--- src/rtl/sipo_deserializer.sv ---
// Serial-to-parallel deserializer with valid-qualified bits, frame resync,
// a valid/ready holding register for completed words, and a sticky overrun flag.
// Ports:
//   clk, reset (sync, active-high)
//   sin, sin_valid, frame_start : serial input side
//   q, q_valid, q_ready         : word output handshake
//   bit_cnt                     : bits in the current partial word
//   overrun, ovr_clr            : sticky drop flag and its clear
module sipo_deserializer #(
  parameter int WIDTH     = 8,
  parameter bit MSB_FIRST = 1'b1,
  parameter int CW        = $clog2(WIDTH)
) (
  input  logic             clk,
  input  logic             reset,
  input  logic             sin,
  input  logic             sin_valid,
  input  logic             frame_start,
  output logic [WIDTH-1:0] q,
  output logic             q_valid,
  input  logic             q_ready,
  output logic [CW-1:0]    bit_cnt,
  output logic             overrun,
  input  logic             ovr_clr
);

  logic [WIDTH-1:0] sr_q, sr_d;
  logic [WIDTH-1:0] word_q, word_d;
  logic [CW-1:0]    cnt_q, cnt_d;
  logic             qv_q, qv_d;
  logic             ovr_q, ovr_d;
  logic [WIDTH-1:0] shifted;
  logic             done;
  logic             drop;

  always_comb begin
    if (MSB_FIRST) begin
      shifted = {sr_q[WIDTH-2:0], sin};
    end else begin
      shifted = {sin, sr_q[WIDTH-1:1]};
    end
  end

  always_comb begin
    sr_d   = sr_q;
    cnt_d  = cnt_q;
    word_d = word_q;
    qv_d   = qv_q;
    ovr_d  = ovr_q;
    done   = 1'b0;
    drop   = 1'b0;

    // Old bits left in sr after a resync are shifted out before the
    // next completion, so only the counter needs restarting.
    if (frame_start) begin
      if (sin_valid) begin
        sr_d  = shifted;
        cnt_d = CW'(1);
      end else begin
        cnt_d = '0;
      end
    end else if (sin_valid) begin
      sr_d = shifted;
      if (cnt_q == CW'(WIDTH-1)) begin
        cnt_d = '0;
        done  = 1'b1;
      end else begin
        cnt_d = cnt_q + 1'b1;
      end
    end

    drop = done && qv_q && !q_ready;

    if (done && !drop) begin
      word_d = shifted;
      qv_d   = 1'b1;
    end else if (qv_q && q_ready) begin
      qv_d = 1'b0;
    end

    // A drop on the same edge as a clear keeps the flag set.
    if (ovr_clr) begin
      ovr_d = 1'b0;
    end
    if (drop) begin
      ovr_d = 1'b1;
    end
  end

  always_ff @(posedge clk) begin
    if (reset) begin
      sr_q   <= '0;
      cnt_q  <= '0;
      word_q <= '0;
      qv_q   <= 1'b0;
      ovr_q  <= 1'b0;
    end else begin
      sr_q   <= sr_d;
      cnt_q  <= cnt_d;
      word_q <= word_d;
      qv_q   <= qv_d;
      ovr_q  <= ovr_d;
    end
  end

  assign q       = word_q;
  assign q_valid = qv_q;
  assign bit_cnt = cnt_q;
  assign overrun = ovr_q;

endmodule

--- config.mk ---
export PLATFORM = sky130hd
export DESIGN_NAME = sipo_deserializer
export DESIGN_NICKNAME = d
export VERILOG_FILES = /design/src/rtl/sipo_deserializer.sv
export SDC_FILE = /design/constraint.sdc
export NUM_CORES = 1
export LEC_CHECK = 0
export BUFFER_PORTS_ARGS = -buffer_cell sky130_fd_sc_hd__buf_4
export CORE_MARGIN = 4
export CORE_UTILIZATION = 54
export DETAILED_ROUTE_END_ITERATION = 12
export PLACE_DENSITY_LB_ADDON = 0.1
export REMOVE_ABC_BUFFERS = 1
export SKIP_CTS_REPAIR_TIMING = 1
export SYNTH_ARGS = -nofsm -noshare
export SYNTH_HDL_FRONTEND = slang
export SYNTH_SLANG_ARGS = --single-unit
--- constraint.sdc ---
create_clock -name clk -period 2.35 [get_ports clk]
set_input_delay 0.47 -clock clk [delete_from_list [all_inputs] [get_ports clk]]
set_output_delay 0.47 -clock clk [all_outputs]
set_load 0.02 [all_outputs]
==> metrics.md <==
| Metric | Value |
|---|---|
| Status | completed |
| Leakage | 0.452 nW |
| TritonCTS clock tree | done |
| I/O pins | 20 |
| MaxCap Viol Count | 0 |
| Commonest non-fill, non-tap cell in the layout | dfxtp_1 |
| Sw frac | 19.1% |
| Worst slew pin tran | 0.300 ns |
| NumNets Final | 108 |
| Fillers | 125 |
| Slew headroom | 80.0% |
| Final WS setup | 0.898 ns |
| Placed cells | 110 |
| Initial antenna violation count | 0 |
| Initial core utilization | 57.1% |
| First-pass GRT wire length | 2.36 mm |
| Final hold violation count | 0 |
| Worst hold margin | 0.365 ns |
| Clock skew | 0.00581 ns |
| WS Path Type | flip-flop to flip-flop |
| Hold WC Path Type | input pin to flip-flop |
| Largest stage delay, worst path | 0.39 ns |
| Port Buffers | 19 |
| Critical-path maximum fanout | 8 |
| Multi-input gate area | 412 µm² |
| Worst VDD drop | 0.336 mV |
| Min cycle time layout | 1.45 ns |
| Clock root buffer | clkbuf_4 |
| Most frequent cells in the layout | dfxtp_1 (20), buf_4 (19), nand2b_1 (17), mux2i_1 (17), nor2_1 (8) |
| Synthesis-to-finish area growth | 19.9% |
| Fmax | 689 MHz |
| # clock sinks | 20 |
| Max Slew Vio Count | 0 |
| Register area | 400 µm² |
| Clock-pin slew on the worst setup and hold paths | 0.12 ns |
| Setup Slack @ Placement | 0.910 ns |
| Routed vias | 575 |
| Area of the die | 2290 µm² |
| Comb power frac | 5.8% |
| Flops & latches, synth | 20 |
| Crit path top cell by count | ha_1 |
| Final Non-Filler Cells | 114 |
| Clk_lat worst skew | 0.30 ns |
| Synth Instances | 80 |
| Antenna violation net count after detailed routing | 0 |
| Initial DRC Count | 2 |
| Fraction of layout instances using a drive strength above 1 | 25.5% |
| Power Total | 661 µW |
| Setup crit start kind | flip-flop |
| DPL Wire Length | 941 µm |
| Largest net degree at the start of global routing | 29 |
| Synthesized area | 860 µm² |
| GRT overflow | 0 |
| Vias per cell | 5.04 |
| Req. time, crit path | 2.59 ns |
| Pre-antenna DRT Iters | 3 |
| Post-route DRC | 0 |
| Final setup fails | 0 |
| Tot GR Track Use | 15.0% |
| CP endpoint kind | flip-flop |
| Sw power | 126 µW |
| Seq/Total Area, Yosys | 46.6% |
| Number of global-route vias before repair | 539 |
| Reg power frac | 52.3% |
| # rows | 14 |
| PwrDens | 641 nW/µm² |
| TritonCTS buffer count | 3 |
| WL per Instance | 11.7 µm |
| Final setup TNS | 0 ns |
| Yosys cell types | 16 |
| Syn avg cell area | 10.7 µm² |
| Internal power | 535 µW |
| Chip width | 47.9 µm |
| # diodes | 0 |
| Clock buffer depth | 2 |
| Critical-path cell list | ha_1, ha_1, nand3b_4, nor2b_4, mux2i_1 |
| Clock power frac | 41.9% |
| CP max stage cell | dfxtp_1 |
| CTS H-Tree Depth | 1 |
| RSZ-0062 raised after global routing | false |
| Fin crit share | 61.8% |
| CORE AREA | 1510 µm² |
| WL final | 1.33 mm |
| Synthesis Warnings | 0 |
| Die Y | 47.9 µm |
| Crit path arrival time | 1.69 ns |
| GPL Wtd Cong | 0.659 |
## routing by layer
layer / global-route usage, % / wire length, µm / up-vias
met5: 0 / 0 / -
met4: 8.06 / 19 / 0
met3: 4.51 / 62 / 4
met2: 21.4 / 566 / 10
met1: 20.1 / 680 / 258
li1: - / - / 303
## power groups by stage
stage / Sequential, mW / Clock [mW] / Combinational, mW
after floorplan: 0.355 / 0 / 0.0149
after global placement: 0.353 / 0 / 0.0382
after detailed placement: 0.353 / 0 / 0.0387
after CTS: 0.346 / 0.284 / 0.0387
after global routing: 0.347 / 0.299 / 0.0429
final: 0.346 / 0.277 / 0.0384
## registers in the layout (all words and copies together) (netlist names)
| register | flops |
|---|---|
| bit_cnt | 3 |
| q | 8 |
| sr_q | 7 |
| overrun | 1 |
| q_valid | 1 |
## through the flow
| step | area [µm²] | util [%] |
|---|---|---|
| after CTS | 1030 | 68.4 |
| after detailed placement | 978 | 65.0 |
| after floorplan | 816 | - |
| final | 1030 | 68.4 |
| after global routing | 1030 | 68.4 |
| after global placement | 978 | 65.0 |
## worst max-delay path, delay by kind of cell, from the launching register on
kind / cells / cell delay (ns)
adder cells (fa/ha/maj): 2 / 0.38
flip-flops: 1 / 0.39
multiplexers: 1 / 0.23
AND/OR/NAND/NOR: 2 / 0.40
## cells in the mapped netlist (all sizes together)
cell / instances / area, µm²
dfxtp: 20 / 400
mux2i: 17 / 170
nand2b: 17 / 106
nor2: 8 / 30.0
buf: 5 / 43.8
a21oi: 2 / 10.0
ha: 2 / 25.0
nor2b: 2 / 20.0
nor3: 2 / 10.0
inv: 1 / 3.75
nand3b: 1 / 20.0
o21ai: 1 / 5.00
o22ai: 1 / 6.26
or3b: 1 / 8.76
## final timing paths
path / start / end / slack [ns] / depth (start not counted)
setup / recovery: bit_cnt[0] / q[2] / 0.90 / 5
hold / removal: frame_start / bit_cnt[2] / 0.37 / 2
setup reg to reg: bit_cnt[0] / q[2] / 0.90 / 5
hold reg to reg: q[6] / q[6] / 0.48 / 2
## kinds of logic after synthesis
logic type	synth area share (%)
compound gates	2.47
mux	19.8
simple gates	22.7
flops	46.6
fa+ha+maj	2.91
buf+inv	5.53
## layout make-up
type | count | share of cell area, %
clock buffer | 3 | 2.18
inverter | 1 | 0.364
sequential | 20 | 38.8
tap | 16 | 1.94
multi-input combinational | 54 | 39.9
timing repair buffer | 19 | 13.8
clock inverter | 1 | 2.91
Power figures use the tool's default switching activity.
